--- src/rtl/video_blank_gen.sv ---
// video_blank_gen: sync measurement, blanking, lock detect and
// colourisation between a core's raw sync/luma and the VGA outputs.
module video_blank_gen #(
  parameter int CNT_W       = 12,
  parameter int VID_W       = 8,
  parameter int H_START     = 88,
  parameter int H_END       = 1147,
  parameter int V_START     = 34,
  parameter int V_END       = 240,
  parameter int LOCK_FRAMES = 2
) (
  input  logic             clk,
  input  logic             reset,
  input  logic             hsync,
  input  logic             vsync,
  input  logic [VID_W-1:0] video,
  input  logic [1:0]       col_mode,
  output logic             hs_out,
  output logic             vs_out,
  output logic             hblank,
  output logic             vblank,
  output logic             de,
  output logic [VID_W-1:0] r,
  output logic [VID_W-1:0] g,
  output logic [VID_W-1:0] b,
  output logic [CNT_W-1:0] line_period,
  output logic [CNT_W-1:0] frame_lines,
  output logic             locked
);

  if (!(H_START < H_END && H_END < (2**CNT_W) - 1 &&
        V_START < V_END)) begin : g_bad_window
    $error("video_blank_gen: bad blank window parameters");
  end

  if (LOCK_FRAMES < 1 || LOCK_FRAMES > 15) begin : g_bad_lock
    $error("video_blank_gen: LOCK_FRAMES out of range");
  end

  localparam logic [CNT_W-1:0] MAXC = '1;
  localparam logic [CNT_W-1:0] HS_C = CNT_W'(H_START);
  localparam logic [CNT_W-1:0] HE_C = CNT_W'(H_END);
  localparam logic [CNT_W-1:0] VS_C = CNT_W'(V_START);
  localparam logic [CNT_W-1:0] VE_C = CNT_W'(V_END);
  localparam logic [3:0]       LF   = 4'(LOCK_FRAMES);

  logic [CNT_W-1:0] r_hcnt;
  logic [CNT_W-1:0] r_vcnt;
  logic [CNT_W-1:0] r_line_period;
  logic [CNT_W-1:0] r_frame_lines;
  logic [3:0]       r_match;
  logic             r_old_hs;
  logic             r_old_vs;
  logic             r_hblank;
  logic             r_vblank;
  logic             r_locked;
  logic             r_hs_out;
  logic             r_vs_out;
  logic [VID_W-1:0] r_r;
  logic [VID_W-1:0] r_g;
  logic [VID_W-1:0] r_b;

  logic             w_hs_fall;
  logic             w_vs_fall;
  logic             w_h_sat;
  logic [CNT_W-1:0] w_fl_new;
  logic [3:0]       w_match_nxt;

  // Edge detection and next lock-match count
  always_comb begin
    w_hs_fall   = r_old_hs & ~hsync;
    w_vs_fall   = w_hs_fall & r_old_vs & ~vsync;
    w_h_sat     = (r_hcnt == MAXC);
    w_fl_new    = r_vcnt + 1'b1;
    w_match_nxt = r_match;
    if (w_h_sat) begin
      w_match_nxt = '0;
    end else if (w_vs_fall) begin
      if (w_fl_new == r_frame_lines && w_fl_new != '0) begin
        w_match_nxt = (r_match == LF) ? LF : r_match + 1'b1;
      end else begin
        w_match_nxt = '0;
      end
    end
  end

  // Saturating line/frame counters and period measurement
  always_ff @(posedge clk) begin
    if (reset) begin
      r_hcnt        <= '0;
      r_vcnt        <= '0;
      r_line_period <= '0;
      r_frame_lines <= '0;
      r_old_hs      <= 1'b0;
      r_old_vs      <= 1'b0;
    end else begin
      r_old_hs <= hsync;
      if (w_hs_fall) begin
        r_line_period <= r_hcnt + 1'b1;
        r_hcnt        <= '0;
        r_old_vs      <= vsync;
        if (w_vs_fall) begin
          r_frame_lines <= w_fl_new;
          r_vcnt        <= '0;
        end else if (r_vcnt != MAXC) begin
          r_vcnt <= r_vcnt + 1'b1;
        end
      end else if (!w_h_sat) begin
        r_hcnt <= r_hcnt + 1'b1;
      end
    end
  end

  // Blank flags from pre-update counter values
  always_ff @(posedge clk) begin
    if (reset) begin
      r_hblank <= 1'b1;
      r_vblank <= 1'b1;
    end else begin
      if (r_hcnt == HE_C) r_hblank <= 1'b1;
      else if (r_hcnt == HS_C) r_hblank <= 1'b0;
      if (r_vcnt == VE_C) r_vblank <= 1'b1;
      else if (r_vcnt == VS_C) r_vblank <= 1'b0;
    end
  end

  // Consecutive-frame match counter and lock flag
  always_ff @(posedge clk) begin
    if (reset) begin
      r_match  <= '0;
      r_locked <= 1'b0;
    end else begin
      r_match  <= w_match_nxt;
      r_locked <= (w_match_nxt == LF);
    end
  end

  // Sync delay and colourisation, one clock of latency
  always_ff @(posedge clk) begin
    if (reset) begin
      r_hs_out <= 1'b0;
      r_vs_out <= 1'b0;
      r_r      <= '0;
      r_g      <= '0;
      r_b      <= '0;
    end else begin
      r_hs_out <= hsync;
      r_vs_out <= vsync;
      r_r      <= (col_mode == 2'd0 || col_mode == 2'd1) ? video : '0;
      r_g      <= (col_mode == 2'd0 || col_mode == 2'd2) ? video : '0;
      r_b      <= (col_mode == 2'd0 || col_mode == 2'd3) ? video : '0;
    end
  end

  assign hs_out      = r_hs_out;
  assign vs_out      = r_vs_out;
  assign hblank      = r_hblank;
  assign vblank      = r_vblank;
  assign de          = ~(r_hblank | r_vblank) & r_locked;
  assign r           = r_r;
  assign g           = r_g;
  assign b           = r_b;
  assign line_period = r_line_period;
  assign frame_lines = r_frame_lines;
  assign locked      = r_locked;

endmodule

--- config.mk ---
export PLATFORM = sky130hd
export DESIGN_NAME = video_blank_gen
export DESIGN_NICKNAME = d
export VERILOG_FILES = /design/src/rtl/video_blank_gen.sv
export SDC_FILE = /design/constraint.sdc
export NUM_CORES = 1
export LEC_CHECK = 0
export CORE_MARGIN = 10
export CORE_UTILIZATION = 40
export CTS_CLUSTER_DIAMETER = 200
export DETAILED_ROUTE_END_ITERATION = 6
export HOLD_SLACK_MARGIN = 0.1
export PLACE_DENSITY = 0.6
export SYNTH_ARGS = -nofsm -noshare
export SYNTH_HDL_FRONTEND = slang
export SYNTH_SLANG_ARGS = --single-unit
--- constraint.sdc ---
create_clock -name clk -period 3.69 [get_ports clk]
set_clock_uncertainty 0.15 [all_clocks]
set_input_delay 0.738 -clock clk [delete_from_list [all_inputs] [get_ports clk]]
set_output_delay 0.738 -clock clk [all_outputs]
set_load 0.005 [all_outputs]
# After elaboration in Yosys (flattened, before gate mapping)
# Cells that the tools add are included.
# totals
wordCells	61
regBits	82
# op_classes
reduce_logical	15
n_addsub	3
n_bitwise	11
n_mux	6
eq_ne	12
# op_table
cell	count
adder 12 x 1 -> 12 bit (second input constant)	2
two-way mux 12 bit	2
two-way mux 4 bit	4
equality test 12 x 11 -> 1 bit (second input constant)	1
equality test 12 bit	1
equality test 12 bit (second input constant)	1
equality test 12 x 6 -> 1 bit (second input constant)	1
equality test 12 x 7 -> 1 bit (second input constant)	1
equality test 12 x 8 -> 1 bit (second input constant)	1
inequality test 12 bit (second input constant)	1
nonzero test 12 bit	1
OR reduction 2 bit	6
equality test 4 x 2 -> 1 bit (second input constant)	2
inverter 1 bit	6
adder 4 x 1 -> 4 bit (second input constant)	1
bitwise AND 1 bit	4
equality test 2 bit (second input constant)	2
AND reduction 2 bit	2
logical OR 1 bit	3
equality test 2 x 1 -> 1 bit (second input constant)	1
zero test 2 bit	1
nonzero test 2 bit	1
logical AND 1 bit	1
OR 1 bit	1

# Logic depth before layout (Yosys ltp)
# Gate-level depths: netlist (run 1).
# logic_depth
ltp_word	7
depth_mapped	10
depth_no_buf	9

# Worst setup path after synthesis (run 1)
# Ideal clock, no wire load.
# synth_timing
kind	reg2reg
from	reg r_vcnt[0]
to	reg r_locked (netlist: locked)
arrival_time_ns	2.301
period_less_slack_ns	2.577
path_buffers	1
setup_time_ns	0.125
required_ns	3.415
path_stages_with_launch	11
slack_ns	1.113
cell_sequence	dfxtp_1 -> buf_2 -> inv_1 -> ha_1 -> xor2_1 -> a221oi_2 -> o2111ai_1 -> or3_4 -> nor4_4 -> a31oi_1 -> nor3b_2
# synth_via
elab_chain_len	7
word_cells_on_any_way	8
cone_classes	add/sub (1); eq/ne (2); mux (3); reduce/logical (2)
# synth_rtl
element	line	text
start, declared	48	logic [CNT_W-1:0] r_vcnt;
start signal, assigned	106	r_vcnt <= r_vcnt + 1'b1;
adder 12 x 1 -> 12 bit (*)	74	w_fl_new = r_vcnt + 1'b1;
via w_fl_new[0]	66	logic [CNT_W-1:0] w_fl_new;
equality test 12 bit / nonzero test 12 bit (equally long branches)	79	if (w_fl_new == r_frame_lines && w_fl_new != '0) begin
logical AND 1 bit (*)	79	
two-way mux 4 bit (*)	79	
two-way mux 4 bit (*)	78	end else if (w_vs_fall) begin
two-way mux 4 bit (*)	76	if (w_h_sat) begin
equality test 4 x 2 -> 1 bit (*)	134	r_locked <= (w_match_nxt == LF);
end signal, assigned	134	
end, declared	56	logic r_locked;
# The timed path passes the listed nets; every way through them passes the cells marked *.
# A chain may end at the register's enable or synchronous reset.

# Worst setup path after layout (run 1)
# layout_timing
from	reg r_vcnt[0]
to	reg r_locked (netlist: locked)
# layout_via
elab_chain_len	7
word_cells_on_any_way	8
cone_classes	add/sub (1); eq/ne (2); mux (3); reduce/logical (2)
# layout_rtl
element	line
adder 12 x 1 -> 12 bit (*)	74
equality test 12 bit / nonzero test 12 bit (equally long branches)	79
logical AND 1 bit (*)	79
two-way mux 4 bit (*)	79
two-way mux 4 bit (*)	78
two-way mux 4 bit (*)	76
equality test 4 x 2 -> 1 bit (*)	134
# Every way passes the cells marked *; elsewhere a longest branch is shown, timed or not.

==> impl_metrics.csv, run 1 <==
group,metric,value,unit
outcome,outcome,"complete, no violations",
floorplan,num_io_pins,68,
power_and_ir_drop,clockPowerShare,39.6,%
yosys,yosysSeqAreaShare,41.84,%
yosys,synth_edf_count,0,
power_and_ir_drop,pwr_density_cell,355.1,nW/um^2
timing,finalCriticalPeriod,3018,ps
clock_tree,htreeDepth,3,
timing,rsz0062_at_grt,"false",
power_and_ir_drop,combPwrFrac,7.7,%
floorplan,rows,36,
route,wirelength,10350,um
power_and_ir_drop,internal_power,1.306,mW
yosys,ys_async_sr_fraction,0,%
floorplan,coreArea,9684,um^2
power_and_ir_drop,p_switching,0.4421,mW
grt,antenna_found_initial,0,
clock_tree,cts_sinks,82,
timing,maxSlewHeadroom,61.73,%
layout,n_fill_cell,929,
yosys,synth.area.top_cells,"dfxtp_1 42%, nor2_1 6.0%, a21oi_1 4.5%",
yosys,synth_top_cell_area_share,41.84,%
route,drc,0,
grt,grt-ovfl-total,0,
clock_tree,cts_tree,"built",
clock_tree,clk_pin_slew_worst_paths,90,ps
worst_setup_path,worstSetupStartpointType,"register",
layout,area_growth,25.48,%
worst_setup_path,critPathCaptureType,"register",
worst_setup_path,critical_path.max_fanout,9,
placed_design,hpwl,7581,um
floorplan,die_x,119.0,um
worst_setup_path,critPathKind,"reg2reg",
placed_design,dp_slack,420.7,ps
layout,antennaDiodeCount,0,
route,drt_first_pass_iters,5,
power_and_ir_drop,p_leak,1.745,nW
placed_design,port_buffers,67,
worst_setup_path,critPathArrivalTime,3170,ps
floorplan,dieArea,14170,um^2
clock_tree,clk_latency,370,ps
power_and_ir_drop,irDropWorstVdd,0.2594,mV
grt,grt_use_total,14.64,%
yosys,synth_area_per_cell,9.041,um^2
flow_run,drv_cap,0,
worst_setup_path,cp.required,3840,ps
layout,num-nets-final,522,
yosys,synth_fp_nets,458,
grt,grt_pass1_vias,3193,
timing,fin_tns_setup,0,ps
yosys,synth_top_cell_by_area,"dfxtp_1",
yosys,syn_inst,434,
yosys,syn_area,3924,um^2
yosys,ys_types,64,
timing,period_share,81.79,%
clock_tree,cts-root-buf,"clkbuf_8",
timing,slew_viol_final,0,
power_and_ir_drop,seqPwrFrac,52.7,%
timing,hold_violations,0,
floorplan,start_util,40.52,%
timing,setup_viol,0,
placed_design,gp_congestion,0.9676,
yosys,ys_seq_elements,82,
route,antenna_left,0,
route,routed_via_density,5.164,
timing,worst_pin_slew,572.0,ps
floorplan,die_y,119.0,um
route,wl_per_cell,16.27,um
clock_tree,ctsResizeCount,0,
grt,grt_max_degree,37,
yosys,synth_flop_cell,"dfxtp_1",
route,vias,3284,
route,drt_iter0_drc,185,
layout,drive_gt1_share,8.151,%
clock_tree,numCtsBuffers,9,
timing,fmax,331.3,MHz
clock_tree,post_cts_buffers,0,
clock_tree,cts_hold_buf,0,
hold_path,hp-class,"reg2reg",
power_and_ir_drop,swShare,25.29,%
grt,grt_pass1_wl,16820,um
clock_tree,cts.path.max_buffers,2,
yosys,yosysWarnings,0,
timing,layout_setup_ws,671.8,ps
## Yosys cell counts, types with 2 or more instances
master	instances
a211oi_1	17
a21oi_1	35
a22oi_1	3
a32oi_1	2
a41o_1	2
and2_1	26
and3_1	2
and4_1	2
buf_2	5
buf_4	3
clkbuf_1	13
dfxtp_1	82
ha_1	10
inv_1	16
mux2i_1	2
nand2_1	19
nand2b_1	3
nand3_1	15
nand3b_1	5
nand4_1	2
nand4_4	2
nor2_1	63
nor2b_1	6
nor3_1	12
nor3_2	2
nor4_1	2
o2111a_1	2
o2111ai_1	2
o21ai_0	16
or3_1	2
or4_1	2
xnor2_1	16
xnor3_1	5
xor2_1	8
## logic make-up after synthesis
logic type | after synthesis | synth area share [%]
DFF | 82 | 41.84
AOI/OAI and AO/OA | 93 | 16.07
muxes | 3 | 0.7972
xor gates and xnor gates | 30 | 8.833
buffers and inverters | 38 | 4.273
and+or+nand+nor | 178 | 25.00
adders and majority gates | 10 | 3.189
## stage by stage
| stage | cell area (um^2) | cells | util [%] | hold WS [ps] | power, mW |
|---|---|---|---|---|---|
| after floorplan | 3924 | 434 | - | 313.2 | 0.9982 |
| after global placement | 4716 | 620 | 48.70 | 330.6 | 1.078 |
| after detailed placement | 4716 | 620 | 48.70 | 333.1 | 1.079 |
| after CTS | 4923 | 636 | 50.84 | 353.8 | 1.768 |
| after global routing | 4923 | 636 | 50.84 | 369.3 | 1.816 |
| final | 4923 | 636 | 50.84 | 345.4 | 1.748 |
## flip-flops by register name, indices dropped and copies added, names as in the netlist, 4 cells and up
register     cells
b                8
frame_lines     12
g                8
line_period     12
r                8
r_hcnt          12
r_match          4
r_vcnt          12
## power groups by stage
stage                     logic [mW]  clock network [mW]  registers (mW)
after floorplan               0.0565                   0           0.942
after global placement         0.137                   0           0.941
after detailed placement       0.137                   0           0.942
after CTS                      0.138               0.708           0.921
after global routing           0.149               0.743           0.924
final                          0.135               0.692           0.921
## final cells by class
class,instances,area [um^2],area share (%)
repair buffers,75,730.7,14.84
clock inverters,7,83.83,1.703
inverters,16,60.06,1.220
multi-input cells,314,2117,43.00
clock buffers,9,123.9,2.516
flip-flops and latches,82,1642,33.34
well taps,133,166.4,3.380
## routing by layer
layer / vias up / GRT usage (%) / share of wire [%]
met4: 0 / 6.412 / 1.8
met3: 13 / 4.440 / 4.7
li1: 1664 / - / -
met5: - / 0 / 0
met1: 1536 / 17.60 / 46
met2: 71 / 23.65 / 47
## critical path, stage by stage (launching register included)
cell and delay, ps:
dfxtp_1 540, ha_1 400, nand3_2 240, nor2_1 320
xor2_1 160, o41a_1 470, a41o_1 250, a31oi_1 220
nor3b_2 190
## final timing paths
kind              cells past startpoint  slack (ps)             end           start
setup / recovery                      8         670          locked       r_vcnt[0]
hold / removal                        2         350  frame_lines[1]  frame_lines[1]
setup reg to reg                      8         670          locked       r_vcnt[0]
hold reg to reg                       2         350  frame_lines[1]  frame_lines[1]
## cell usage in the layout (no fill, tap or decap), drive strengths merged, types with 2 or more instances in the layout
cell	count
xnor3	5
inv	20
mux2i	2
or4	2
nand2	19
nor4	3
nor3b	2
nor2b	6
buf	8
o2111ai	2
xnor2	16
a32oi	2
a211oi	17
and4	3
nand3	16
and2	26
ha	10
clkdlybuf4s50	67
dfxtp	82
nor3	14
or2	2
nand3b	5
xor2	8
nand2b	3
nor2	63
o2111a	2
a311oi	2
a41o	2
or3	3
o21ai	17
nand4	4
and3	3
a21oi	35
clkbuf	9
a22oi	3
(Power assumes the default switching activity.)
==> run 2: changes to the inputs <==
Settings changed: PLACE_DENSITY 0.6 to 0.63.
Clock period 3.69 ns to 2.5 ns, I/O delays scaled along.
==> impl_metrics.csv, run 2 (synthesized netlist as in run 1, its figures left out) <==
group,metric,value,unit
outcome,outcome,"complete, no violations",
worst_setup_path,path_cells,"inv_4, ha_4, xor2_4, a221oi_4, o2111ai_2, or3_4, nor4_4, a31oi_1, nor3b_2",
floorplan,dieArea,14170,um^2
timing,fin_tns_setup,0,ps
worst_setup_path,cpLargestDelayFamily,"simple AND/OR/NAND/NOR gates",
power_and_ir_drop,internal_power,1.856,mW
timing,rsz0062_at_grt,"true",
power_and_ir_drop,p_switching,0.6943,mW
layout,drive_gt1_share,18.28,%
worst_setup_path,critPathKind,"reg2reg",
worst_setup_path,critPathArrivalTime,2550,ps
power_and_ir_drop,irDropWorstVdd,0.3317,mV
floorplan,start_util,40.52,%
hold_path,hp-class,"in2reg",
timing,setup_viol,0,
grt,grt_pass1_wl,17710,um
power_and_ir_drop,seqPwrFrac,53.2,%
clock_tree,cts_tree,"built",
grt,grt_max_degree,26,
timing,maxSlewHeadroom,67.59,%
timing,slew_viol_final,0,
worst_setup_path,crit_path_top_delay_cell,"or3_4",
power_and_ir_drop,pwr_density_cell,477.2,nW/um^2
layout,fin_area,5344,um^2
clock_tree,cts.path.max_buffers,2,
grt,grt_use_total,15.15,%
timing,finalCriticalPeriod,2448,ps
clock_tree,numCtsBuffers,9,
layout,area_growth,36.19,%
route,vias,3516,
worst_setup_path,r2r_setup_slack,50,ps
route,antenna_left,0,
floorplan,die_y,119.0,um
clock_tree,cts_hold_buf,0,
worst_setup_path,critical_path.max_fanout,3,
clock_tree,cts-root-buf,"clkbuf_8",
timing,fmax,408.6,MHz
layout,antennaDiodeCount,0,
placed_design,hpwl,8224,um
layout,n_fill_cell,877,
power_and_ir_drop,total_power,2.550,mW
worst_setup_path,worstSetupStartpointType,"register",
route,wirelength,10740,um
layout,num-nets-final,566,
timing,hold_violations,0,
grt,grt-ovfl-total,0,
clock_tree,cts_sinks,82,
timing,period_share,97.90,%
timing,worst_pin_slew,484.3,ps
route,drc,0,
clock_tree,htreeDepth,3,
placed_design,gp_congestion,0.9100,
grt,antenna_found_initial,0,
worst_setup_path,cpPeakStageDelay,440,ps
worst_setup_path,critPathCaptureType,"register",
clock_tree,clk_pin_slew_worst_paths,100,ps
floorplan,coreArea,9684,um^2
power_and_ir_drop,combPwrFrac,8.6,%
route,drt_iter0_drc,176,
power_and_ir_drop,clockPowerShare,38.2,%
worst_setup_path,cp.required,2610,ps
layout,layout_common_cells,"76 x dfxtp_1, 65 x clkdlybuf4s50_1, 61 x nor2_1",
placed_design,placed_cell_area,5046,um^2
floorplan,num_io_pins,68,
floorplan,die_x,119.0,um
route,wl_per_cell,15.80,um
worst_setup_path,worst-path-buf-inv,1,
route,routed_via_density,5.171,
flow_run,drv_cap,0,
route,drt_first_pass_iters,4,
clock_tree,clk_latency,360,ps
floorplan,rows,36,
placed_design,port_buffers,67,
power_and_ir_drop,p_leak,1.990,nW
power_and_ir_drop,swShare,27.23,%
layout,layout_commonest_cell,"dfxtp_1",
grt,grt_pass1_vias,3514,
## run 2: path summary, 6_finish.rpt
kind                          to  depth (start not counted)           start
hold reg to reg   line_period[1]                          2  line_period[1]
hold / removal            vs_out                          2           vsync
setup reg to reg          locked                          9       r_vcnt[1]
setup / recovery          locked                          9       r_vcnt[1]
## run 2: repair_timing
action / CTS / global route
setup buffers: 1 / 1
resized for setup: 3 / 19
cloned: 0 / 0
setup endpoints to repair: 3 / 4
pin swaps: 1 / 6
## run 2: cell type report
| class | instances | area (um^2) | share of cell area (%) |
|---|---|---|---|
| Timing Repair Buffer | 119 | 1066 | 19.95 |
| Clock inverter | 7 | 76.32 | 1.428 |
| Inverter | 16 | 65.06 | 1.218 |
| Clock buffer | 9 | 123.9 | 2.318 |
| Tap cell | 133 | 166.4 | 3.114 |
| Sequential cell | 82 | 1654 | 30.95 |
| Multi-Input combinational cell | 314 | 2192 | 41.02 |
## run 2: power by group through the flow
stage | combinational (mW) | sequential, mW | clock, mW
floorplan | 0.0851 | 1.39 | 0
global placement | 0.215 | 1.39 | 0
detailed placement | 0.219 | 1.39 | 0
CTS | 0.220 | 1.36 | 0.996
global route | 0.242 | 1.36 | 1.05
finish | 0.219 | 1.36 | 0.974
## run 2: per-layer routing
layer / vias to the layer above / track usage, % / part of all wire, %
met4: 0 / 6.947 / 2.9
met3: 22 / 3.354 / 5.1
met1: 1663 / 17.77 / 43
li1: 1750 / - / -
met5: - / 0 / 0
met2: 81 / 25.80 / 49
## run 2: through the flow
stage,hold WS [ps],setup slack (ps),cells,util [%]
after floorplan,313.2,21.71,434,-
after global placement,327.7,-315.3,662,52.11
final,320.6,52.38,680,55.18
after global routing,339.9,-36.36,680,55.18
after CTS,348.1,12.93,679,54.30
after detailed placement,334.9,-359.0,662,52.11
==> run 3: changes to the inputs <==
Settings changed: SETUP_SLACK_MARGIN from default to 0.15.
==> impl_metrics.csv, run 3 (synthesized netlist as in run 1, its figures left out) <==
group,metric,value,unit
clock_tree,htreeDepth,3,
floorplan,die_x,119.0,um
worst_setup_path,critical_path.max_fanout,8,
timing,fmax,420.3,MHz
grt,grt_pass1_vias,3514,
layout,layout_common_cells,"76 x dfxtp_1, 67 x clkdlybuf4s50_1, 61 x nor2_1",
clock_tree,cts_sinks,82,
power_and_ir_drop,irDropWorstVdd,0.3707,mV
route,wirelength,10960,um
route,routed_via_density,5.165,
clock_tree,numCtsBuffers,9,
clock_tree,cts.path.max_buffers,2,
outcome,outcome,"complete, no violations",
placed_design,gp_congestion,0.8890,
power_and_ir_drop,pwr_density_cell,485.9,nW/um^2
route,antenna_left,0,
timing,maxSlewHeadroom,66.01,%
worst_setup_path,critPathCaptureType,"register",
placed_design,port_buffers,67,
route,drc,0,
placed_design,dp_slack,-199.2,ps
floorplan,rows,36,
layout,drive_gt1_share,17.10,%
timing,hold_ws,351.4,ps
worst_setup_path,worstSetupStartpointType,"register",
placed_design,hpwl,8258,um
timing,worst_pin_slew,507.9,ps
clock_tree,cts_hold_buf,0,
layout,n_fill_cell,889,
timing,period_share,95.17,%
worst_setup_path,critPathArrivalTime,2530,ps
floorplan,num_io_pins,68,
layout,area_growth,33.96,%
route,drt_first_pass_iters,4,
layout,antennaDiodeCount,0,
worst_setup_path,reg2reg_from,"r_vcnt[1]",
clock_tree,cts_tree,"built",
grt,grt_max_degree,25,
worst_setup_path,cp.required,2650,ps
worst_setup_path,critPathKind,"reg2reg",
layout,num-nets-final,557,
flow_run,drv_cap,0,
hold_path,min_from,"line_period[10]",
clock_tree,clk_latency,370,ps
grt,grt-ovfl-total,0,
power_and_ir_drop,p_leak,1.928,nW
timing,hold_violations,0,
clock_tree,clk_pin_slew_worst_paths,100,ps
route,vias,3466,
timing,fin_tns_setup,0,ps
timing,layout_setup_ws,120.7,ps
worst_setup_path,startpoint,"r_vcnt[1]",
route,wl_per_cell,16.34,um
timing,rsz0062_at_grt,"true",
clock_tree,cts-root-buf,"clkbuf_8",
hold_path,hp-class,"reg2reg",
timing,finalCriticalPeriod,2379,ps
floorplan,coreArea,9684,um^2
floorplan,dieArea,14170,um^2
timing,setup_viol,0,
grt,antenna_found_initial,0,
grt,grt_pass1_wl,17880,um
route,drt_iter0_drc,185,
floorplan,start_util,40.52,%
grt,grt_use_total,15.23,%
timing,slew_viol_final,0,
layout,layout_commonest_cell,"dfxtp_1",
floorplan,die_y,119.0,um
-- run 3: cell count changes in the layout (fill, tap and decap cells not counted), sizes merged --
cell,delta
dlymetal6s2s,-2
inv,+1
clkinv,-1
clkdlybuf4s50,+2
buf,-9
-- run 3: layout make-up --
| cell class | instances | area, um^2 | share of cell area, % |
|---|---|---|---|
| Clock inverter | 7 | 76.32 | 1.452 |
| Sequential cell | 82 | 1654 | 31.47 |
| Multi-Input combinational cell | 314 | 2176 | 41.39 |
| Clock buffer | 9 | 123.9 | 2.357 |
| Timing Repair Buffer | 110 | 997.2 | 18.97 |
| Tap cell | 133 | 166.4 | 3.166 |
| Inverter | 16 | 62.56 | 1.190 |
-- run 3: what timing repair did --
action / 4_1_cts / 5_1_grt
gates resized for setup: 12 / 6
setup endpoints to repair: 5 / 5
setup buffers: 1 / 2
pin swaps: 0 / 2
-- run 3: critical path: stages, from the launching register on --
cell and delay, ps:
dfxtp_4 390, buf_4 150, nand4_4 150, or4_1 500, o2111a_2 180, and4_4 180, a41o_1 240, a31oi_1 180
nor3b_2 190
-- run 3: path summary, 6_finish.rpt --
| check | end | slack (ps) | cells after the start |
|---|---|---|---|
| max | locked | 120 | 8 |
| min | line_period[10] | 350 | 2 |
| max reg2reg | locked | 120 | 8 |
| min reg2reg | line_period[10] | 350 | 2 |
-- run 3: through the flow --
| step | util [%] | instances | instance area [um^2] | total power, mW |
|---|---|---|---|---|
| after detailed placement | 51.40 | 652 | 4977 | 1.606 |
| after CTS | 53.95 | 669 | 5225 | 2.585 |
| after global placement | 51.40 | 652 | 4977 | 1.603 |
| after global routing | 54.28 | 671 | 5256 | 2.655 |
| final | 54.28 | 671 | 5256 | 2.554 |
| after floorplan | - | 434 | 3950 | 1.475 |
-- run 3: routing by layer --
layer	share of wire, %	track usage (%)	routed length (um)	up-vias
met1	42	17.60	4603	1650
met5	0	0	0	-
met3	4.8	3.070	525	17
met2	51	27.25	5633	74
li1	-	-	-	1725
met4	1.8	5.267	201	0
-- run 3: report_power, final --
group          switching (mW)  internal, mW  total (mW)
Combinational          0.0986         0.118       0.216
Sequential             0.0179          1.34        1.36
Clock                   0.581         0.399       0.980
Total                   0.698          1.86        2.55
